**src/rtl/five_op_pkg.sv**
```systemverilog
// Shared types for the push-button accumulator: FSM state encoding and width helpers.
package five_op_pkg;

  localparam int IDX_W = 3;

  typedef enum logic [1:0] {
    WAIT = 2'd0,
    CAPT = 2'd1,
    ADD  = 2'd2,
    DONE = 2'd3
  } state_t;

  // Accumulator width for a W-bit operand: up to eight operands never overflow W+3 bits.
  function automatic int acc_w(input int w);
    return w + 3;
  endfunction

endpackage

```
**src/rtl/pb_sync_edge.sv**
```systemverilog
// One push-button front end: 2-flop synchronizer, optional debounce filter, rising-edge pulse.
// Debounce filter is present only when PB_DEBOUNCE_EN is defined.
module pb_sync_edge #(
  parameter int DB_CYCLES = 4
) (
  input  logic clk,
  input  logic rst,
  input  logic pb,
  output logic press
);

`ifdef PB_DEBOUNCE_EN
  localparam int DB_EN = 1;
`else
  localparam int DB_EN = 0;
`endif
  localparam int DB_EFF = DB_EN * DB_CYCLES;

  logic sync1_reg;
  logic sync2_reg;
  logic level;
  logic level_d_reg;

  always_ff @(posedge clk or posedge rst) begin
    if (rst) begin
      sync1_reg <= 1'b0;
      sync2_reg <= 1'b0;
    end else begin
      sync1_reg <= pb;
      sync2_reg <= sync1_reg;
    end
  end

  generate
    if (DB_EFF > 0) begin : g_db
      localparam int CNT_W = $clog2(DB_EFF + 1);
      logic [CNT_W-1:0] cnt_reg;
      logic             filt_reg;

      // Filtered level follows the synchronized level only after DB_EFF consecutive differing cycles.
      always_ff @(posedge clk or posedge rst) begin
        if (rst) begin
          cnt_reg  <= '0;
          filt_reg <= 1'b0;
        end else if (sync2_reg == filt_reg) begin
          cnt_reg <= '0;
        end else if (cnt_reg == CNT_W'(DB_EFF - 1)) begin
          cnt_reg  <= '0;
          filt_reg <= sync2_reg;
        end else begin
          cnt_reg <= cnt_reg + 1'b1;
        end
      end

      assign level = filt_reg;
    end else begin : g_nodb
      assign level = sync2_reg;
    end
  endgenerate

  always_ff @(posedge clk or posedge rst) begin
    if (rst) begin
      level_d_reg <= 1'b0;
    end else begin
      level_d_reg <= level;
    end
  end

  assign press = level & ~level_d_reg;

endmodule

```
**src/rtl/five_op_accum_ctrl.sv**
```systemverilog
// Sequencer that sums N_OPS button-qualified operands through one shared adder path.
// Optional input debounce is enabled with PB_DEBOUNCE_EN.
module five_op_accum_ctrl
  import five_op_pkg::*;
#(
  parameter int N_OPS     = 5,
  parameter int W         = 4,
  parameter int DB_CYCLES = 4
) (
  input  logic             clk,
  input  logic             rst,
  input  logic [N_OPS-1:0] pb,
  input  logic [W-1:0]     y,
  input  logic             clear,
  output logic [W+1:0]     sum,
  output logic             carry,
  output logic [IDX_W-1:0] op_idx,
  output logic             busy,
  output logic             done,
  output logic             err
);

  localparam int ACC_W = acc_w(W);

  logic [N_OPS-1:0] press;
  logic [N_OPS-1:0] exp_press;

  state_t           state_reg, state_next;
  logic [ACC_W-1:0] acc_reg, acc_next;
  logic [W-1:0]     opnd_reg, opnd_next;
  logic [IDX_W-1:0] idx_reg, idx_next;
  logic             err_reg, err_next;

  generate
    for (genvar gi = 0; gi < N_OPS; gi++) begin : g_pb
      pb_sync_edge #(
        .DB_CYCLES(DB_CYCLES)
      ) u_pb (
        .clk  (clk),
        .rst  (rst),
        .pb   (pb[gi]),
        .press(press[gi])
      );
    end
  endgenerate

  assign exp_press = {{(N_OPS-1){1'b0}}, 1'b1} << idx_reg;

  always_ff @(posedge clk or posedge rst) begin
    if (rst) begin
      state_reg <= WAIT;
      acc_reg   <= '0;
      opnd_reg  <= '0;
      idx_reg   <= '0;
      err_reg   <= 1'b0;
    end else begin
      state_reg <= state_next;
      acc_reg   <= acc_next;
      opnd_reg  <= opnd_next;
      idx_reg   <= idx_next;
      err_reg   <= err_next;
    end
  end

  always_comb begin
    state_next = state_reg;
    acc_next   = acc_reg;
    opnd_next  = opnd_reg;
    idx_next   = idx_reg;
    err_next   = err_reg;
    if (clear) begin
      // Restart wins over any press arriving in the same cycle.
      state_next = WAIT;
      acc_next   = '0;
      opnd_next  = '0;
      idx_next   = '0;
      err_next   = 1'b0;
    end else begin
      case (state_reg)
        WAIT: begin
          if (press != '0) begin
            if (press == exp_press) begin
              opnd_next  = y;
              state_next = CAPT;
            end else begin
              err_next = 1'b1;
            end
          end
        end
        CAPT: state_next = ADD;
        ADD: begin
          acc_next = acc_reg + ACC_W'(opnd_reg);
          if (idx_reg == IDX_W'(N_OPS - 1)) begin
            state_next = DONE;
          end else begin
            idx_next   = idx_reg + 1'b1;
            state_next = WAIT;
          end
        end
        DONE: state_next = DONE;
        default: state_next = WAIT;
      endcase
    end
  end

  assign sum    = acc_reg[W+1:0];
  assign carry  = acc_reg[ACC_W-1];
  assign op_idx = idx_reg;
  assign busy   = (state_reg == CAPT) || (state_reg == ADD);
  assign done   = (state_reg == DONE);
  assign err    = err_reg;

endmodule

```
**config.mk**
```make
export PLATFORM = sky130hd
export DESIGN_NAME = five_op_accum_ctrl
export DESIGN_NICKNAME = d
export VERILOG_FILES = /design/src/rtl/five_op_pkg.sv /design/src/rtl/pb_sync_edge.sv /design/src/rtl/five_op_accum_ctrl.sv
export SDC_FILE = /design/constraint.sdc
export NUM_CORES = 1
export LEC_CHECK = 0
export ABC_AREA = 1
export BUFFER_PORTS_ARGS = -buffer_cell sky130_fd_sc_hd__buf_4
export CAP_MARGIN = 40
export CORE_UTILIZATION = 56
export DETAILED_ROUTE_END_ITERATION = 10
export HOLD_SLACK_MARGIN = 0.03
export PLACE_DENSITY = 0.79
export SLEW_MARGIN = 20
export SYNTH_ARGS = -nofsm -noshare
export SYNTH_HDL_FRONTEND = slang
export SYNTH_HIERARCHICAL = 1
export SYNTH_SLANG_ARGS = --single-unit
```
**constraint.sdc**
```tcl
create_clock -name clk -period 1.7 [get_ports clk]
set_input_delay 0.425 -clock clk [delete_from_list [all_inputs] [get_ports clk]]
set_output_delay 0.425 -clock clk [all_outputs]
set_load 0.02 [all_outputs]
```
==> out/metrics.yaml, run 1 <==
logic_synthesis:
  ys_warn_count: 6
  synthAdderAreaFrac_pct: 10.28
  synthXorXnorAreaFrac_pct: 0.5291
  avgSynthCellArea_um2: 8.900
  syn-cell-area_mm2: 0.001655
  yosys.cell_types.count: 29
  synth_area_leader_cell: "dfrtp_1"
  syn_inst: 186
  ys_ff_latch: 32
  ys_seq_area_share_pct: 48.37
  postSynthNetCount: 211
  synth_top_family_by_area: "simple AND/OR/NAND/NOR gates"
  synth_compound_area_share_pct: 5.669
  yosysTopAreaCellShare_pct: 48.37
  yosys.area_share.simple_pct: 25.85
  synth_area_leaders: "dfrtp_1 48%, nand2_1 9.5%, ha_1 9.1%"
  muxShareOfSynthArea_pct: 0
critical_path:
  crit_fanout: 3
  crit_arrival_ns: 1.22
  critPathLaunchType: "register"
  crit_type: "reg -> out"
  crit_required_ns: 1.27
  worstSetupEndpointType: "output pin"
layout:
  num_antenna_cells: 0
  largest_reg_flops: 7
  area_growth_pct: 25.02
  nNetsFinal: 249
  final_layout_size_suffix_gt1_share_pct: 32.00
floorplan:
  core.rowCount: 19
  pin_count: 25
  die-area_mm2: 0.003178
  core_mm2: 0.002781
  die_w_um: 56.37
  die_y_um: 56.37
  start_util_pct: 59.51
sta:
  finalCritPeriodShare_pct: 96.79
  period_minus_slack_ns: 1.645
  fin_worst_skew_ns: 0.008232
  tightestPinTransition_ns: 0.3708
  worst_slack_ns: 0.05462
  max_slew_margin_pct: 75.16
  hold_violations: 0
  setup_viol: 0
  fmaxAchievable_mhz: 607.8
  slew_violations: 0
  rsz0062_at_grt: "true"
detailed_routing:
  wl_met3_um: 91
  drt_wl_total_um: 3308
  antenna_left: 0
  drt_pass1_iterations: 4
  wl_per_cell_um: 12.92
  drt_iter0_drc: 37
  met2WireLength_um: 1789
  vias: 1332
  m1WireLength_um: 1387
  top_layer: "met4"
  drc: 0
  avgViaCountPerCell: 5.203
grt:
  grt_pass1_vias: 1254
  antenna_found_initial: 0
  grt_max_degree: 18
  overflow: 0
  grt_usage_pct: 21.77
  grt_pass1_wl_um: 5244
placed_design:
  dp_slack_ns: 0.04608
  portBuffers: 24
  gp_congestion: 0.8348
  dpl.hpwl_um: 2270
cts:
  cts_tree: "yes"
  root_buffer: "clkbuf_4"
  clkLatencyLatePin_ns: 0.32
  numCtsBuffers: 5
  cts_sinks: 32
  cts_buffer_depth: 2
  cts_htree_levels: 2
  clk_transition_reported_paths_ns: 0.10
run:
  cap_viol_max_count: 0
worst_hold_path:
  worstHoldPathType: "in -> reg"
power:
  p_leak_nw: 1.092
  powerDensity_mw_per_mm2: 1216
  peakVddDrop_mv: 1.012
  totalPowerFinal_mw: 2.517
status:
  status: "complete, no violations"
[cells in the mapped netlist]
master    instances
buf_4             1
nand3b_1          1
buf_6             1
inv_1            30
nor3_2            1
o21bai_1          1
nand2_2           2
buf_2             2
inv_6             1
xnor2_1           1
o31ai_1           1
o22ai_1           1
nand3_2           2
nor3_1            1
a21oi_1           5
a31oi_1           2
fa_1              1
o21ai_0           7
ha_1             12
dfrtp_1          32
inv_2             1
nand2_1          42
nand3_1          15
or2_2             1
nor2_2            7
nor2_1            8
nand3_4           1
nand2_4           1
nand4_1           5
[kinds of logic (layout without fill, tap and decap cells)]
| family | Yosys count | after routing |
|---|---|---|
| adder cells (fa/ha/maj) | 13 | 13 |
| AND/OR/NAND/NOR | 87 | 87 |
| AO/OA/AOI/OAI | 17 | 17 |
| flip-flops | 32 | 32 |
| buffers and inverters | 36 | 75 |
| XOR/XNOR | 1 | 1 |
[worst max-delay path, stage by stage (launching register included)]
cell     delay, ns
dfrtp_1       0.41
buf_4         0.14
ha_1          0.19
buf_4         0.16
[final timing paths]
| kind | start | to | slack, ns | depth (start not counted) |
|---|---|---|---|---|
| worst min register to register | g_pb[4].u_pb/sync1_reg | g_pb[4].u_pb/level | 0.36 | 0 |
| min in group asynchronous | rst | g_pb[0].u_pb/level_d_reg | 0.55 | 3 |
| worst max-delay path | state_reg[1] | done | 0.05 | 3 |
| max in group asynchronous | rst | acc_reg[1] | 0.80 | 4 |
| worst min-delay path | pb[3] | g_pb[3].u_pb/sync1_reg | 0.20 | 1 |
| worst max register to register | op_idx[1] | opnd_reg[2] | 0.06 | 12 |
[layout make-up]
type | count | area, µm²
clock buffers | 5 | 37.54
flip-flops and latches | 32 | 800.8
fillers | 201 | 711.9
well taps | 31 | 38.79
multi-input cells | 118 | 759.5
inverters | 32 | 125.1
clock inverters | 3 | 42.54
repair buffers | 35 | 265.3
[routing by layer]
| layer | global-route usage, % | up-vias |
|---|---|---|
| li1 | - | 666 |
| met1 | 25.66 | 635 |
| met2 | 39.12 | 26 |
| met3 | 4.839 | 5 |
| met4 | 7.317 | 0 |
| met5 | 0 | - |
[placed cells by master (no fill, tap or decap), types with 3 or more instances in the layout]
cell / synthesis / routed
nor2_2: 7 / 7
inv_2: 1 / 5
nand2_2: 2 / 4
clkbuf_4: 0 / 5
dfrtp_1: 32 / 32
ha_1: 12 / 8
a21oi_1: 5 / 5
nor2_1: 8 / 8
nand3_2: 2 / 3
buf_4: 1 / 34
nand4_1: 5 / 5
nand3_1: 15 / 14
ha_4: 0 / 3
o21ai_0: 7 / 7
nand2_1: 42 / 40
inv_1: 30 / 26
[repair_timing]
item / in CTS / in global routing
setup buffers: 3 / 3
endpoints found under the hold margin: 15 / 0
gates resized for setup: 3 / 12
endpoints found under the setup margin: 2 / 8
pin swaps: 2 / 7
hold buffers: 1 / 0
[metrics by stage]
step / std cells / TNS [ns] / hold WS, ns / cell area, µm² / utilization (%)
after floorplan: 186 / 0 / 0.1786 / 1655 / -
after global placement: 241 / 0 / 0.3322 / 1876 / 67.43
after detailed placement: 241 / 0 / 0.3373 / 1876 / 67.43
after CTS: 253 / 0 / 0.1890 / 1996 / 71.75
after global routing: 256 / -0.2032 / 0.1750 / 2069 / 74.40
final: 256 / 0 / 0.2044 / 2069 / 74.40
[where the power goes]
part           switching, mW  internal [mW]
clock network          0.255          0.307
logic                  0.546          0.442
registers             0.0985          0.869
No activity file was read; power rests on OpenSTA's default activity.
==> inputs of run 2 (changes only) <==
--- a/config.mk
+++ b/config.mk
@@ -8,10 +8,9 @@
 export ABC_AREA = 1
 export BUFFER_PORTS_ARGS = -buffer_cell sky130_fd_sc_hd__buf_4
 export CAP_MARGIN = 40
-export CORE_UTILIZATION = 56
+export CORE_UTILIZATION = 35
 export DETAILED_ROUTE_END_ITERATION = 10
 export HOLD_SLACK_MARGIN = 0.03
-export PLACE_DENSITY = 0.79
 export SLEW_MARGIN = 20
 export SYNTH_ARGS = -nofsm -noshare
 export SYNTH_HDL_FRONTEND = slang
==> out/metrics.yaml, run 2 (same netlist as run 1, synthesis figures left out) <==
floorplan:
  pin_count: 25  # unchanged
  core_mm2: 0.004444  # +60%
  die_w_um: 70.77  # +26%
  die-area_mm2: 0.005008  # +58%
  die_y_um: 70.77  # +26%
  start_util_pct: 37.25  # -22 points
  core.rowCount: 24  # +5
placed_design:
  portBuffers: 24  # unchanged
  placed_area_mm2: 0.001909  # +1.8%
  dp_cells: 263  # +9.1%
  dpl.hpwl_um: 2360  # +3.9%
  gp_congestion: 0.7921  # -5.1%
sta:
  period_minus_slack_ns: 1.652  # +0.006417 ns
  tightestPinTransition_ns: 0.3908  # +0.01999 ns
  max_slew_margin_pct: 73.85  # -1.3 points
  setup_viol: 0  # unchanged
  hold_violations: 0  # unchanged
  rsz0062_at_grt: "true"
  fin_worst_skew_ns: 0.003134  # -0.005098 ns
  slew_violations: 0  # unchanged
  fmaxAchievable_mhz: 605.4  # -0.39%
  hold_ws_ns: 0.2421  # +0.03768 ns
  finalCritPeriodShare_pct: 97.16  # +0.38 points
power:
  switching_power_uw: 901.9  # +0.19%
  peakVddDrop_mv: 0.6000  # -41%
  cellInternalPower_mw: 1.703  # +5.3%
  powerDensity_mw_per_mm2: 1238  # +1.8%
  totalPowerFinal_mw: 2.604  # +3.5%
  netSwitchingFraction_pct: 34.63  # -1.1 points
  p_leak_nw: 1.089  # -0.26%
  pwr-share-clk_pct: 28.1  # +5.8 points
  combPwrFrac_pct: 34.9  # -4.4 points
  seq_power_share_pct: 37.0  # -1.4 points
grt:
  overflow: 0  # unchanged
  grt_pass1_vias: 1284  # +2.4%
  grt_max_degree: 18  # unchanged
  grt_usage_pct: 14.23  # -7.5 points
  antenna_found_initial: 0  # unchanged
  grt_pass1_wl_um: 5478  # +4.5%
layout:
  instances_no_fill: 274  # +7.0%
  final_common_cell: "nand2_1"
  num_antenna_cells: 0  # unchanged
  largest_reg_flops: 7  # unchanged
  area_growth_pct: 27.06
  final_cell_mix: "40 x nand2_1, 32 x dfrtp_1, 30 x buf_4, 28 x inv_1, 14 x nand3_1"
  postLayoutCellArea_mm2: 0.002103  # +1.6%
  final_layout_size_suffix_gt1_share_pct: 31.08  # -0.92 points
  nNetsFinal: 246  # -1.2%
detailed_routing:
  drt_wl_total_um: 3219  # -2.7%
  drt_iter0_drc: 46  # +24%
  drc: 4  # +4
  avgViaCountPerCell: 4.686  # -9.9%
  antenna_left: 0  # unchanged
  wl_per_cell_um: 11.75  # -9.1%
  drt_pass1_iterations: 7  # +3
  vias: 1284  # -3.6%
cts:
  root_buffer: "clkbuf_8"
  cts_tree: "yes"
  clk_transition_reported_paths_ns: 0.07  # -0.03 ns
  cts_sinks: 32  # unchanged
  cts_buffer_depth: 2  # unchanged
  clkLatencyLatePin_ns: 0.29  # -0.03 ns
  cts_htree_levels: 2  # unchanged
  numCtsBuffers: 5  # unchanged
critical_path:
  r2r_setup_slack_ns: 0.05  # about the same
  crit_arrival_ns: 1.83  # +0.61 ns
  critPathLaunchType: "register"
  crit_fanout: 6  # +3
  worstSetupEndpointType: "register"
  crit_required_ns: 1.88  # +0.61 ns
  crit_type: "reg -> reg"
run:
  cap_viol_max_count: 0  # unchanged
status:
  status: "complete, but fails checks"
  violations: "DRC"
worst_hold_path:
  worstHoldPathType: "in -> reg"
run 2: changes by cell type in the layout (fill, tap and decap cells not counted), sizes merged:
| cell | delta |
|---|---|
| buf | -3 |
run 2: area by class of cell:
class	instances	area, µm²
inverters	32	125.1
clock buffers	5	68.82
fillers	438	2341
well taps	52	65.06
clock inverters	3	42.54
flip-flops and latches	32	800.8
multi-input cells	118	754.5
repair buffers	32	246.5
run 2: power by group through the flow:
stage,Sequential (mW),Clock [mW],Combinational (mW)
final,0.963,0.732,0.909
after global routing,0.979,0.783,1.03
after CTS,0.959,0.747,0.825
after detailed placement,0.973,0,0.819
after global placement,0.970,0,0.808
after floorplan,1.00,0,0.538
run 2: per-stage QoR:
step / util (%) / setup slack, ns / setup TNS, ns
after floorplan: - / 0.09857 / 0
after global placement: 42.96 / 0.07132 / 0
after detailed placement: 42.96 / 0.06118 / 0
after CTS: 45.69 / 0.02635 / 0
after global routing: 47.33 / -0.06860 / -0.2216
final: 47.33 / 0.04820 / 0
run 2: path summary, 6_finish.rpt:
kind	startpoint	endpoint	depth (start not counted)
setup / recovery	op_idx[0]	opnd_reg[1]	12
hold / removal	pb[2]	g_pb[2].u_pb/sync1_reg	1
setup reg to reg	op_idx[0]	opnd_reg[1]	12
hold reg to reg	g_pb[4].u_pb/sync1_reg	g_pb[4].u_pb/level	0
max in group asynchronous	rst	acc_reg[1]	4
min in group asynchronous	rst	g_pb[2].u_pb/level	3
run 2: what timing repair did:
item                                    in CTS  in global routing
endpoints found under the setup margin       0                 11
resized for setup                            0                 16
endpoints found under the hold margin        6                  0
buffers inserted                             0                  2
hold buffers                                 1                  0
run 2: layer usage:
metal	up-vias	global-route usage [%]	routed length (µm)	part of all wire (%)
met3	8	4.274	125	3.9
li1	658	-	-	-
met4	0	7.333	57	1.8
met1	599	15.80	1412	44
met2	19	24.68	1624	50
met5	-	0	0	0
run 2: critical path, cell delays in order, from the launching register on:
cell,delay (ns)
dfrtp_1,0.42
inv_2,0.10
buf_6,0.10
ha_2,0.17
nand2_1,0.05
nand2_1,0.08
nand3_2,0.07
nor2_2,0.11
nand2_2,0.09
nand2_4,0.11
nand3_4,0.09
nand2_1,0.08
nand2_1,0.05
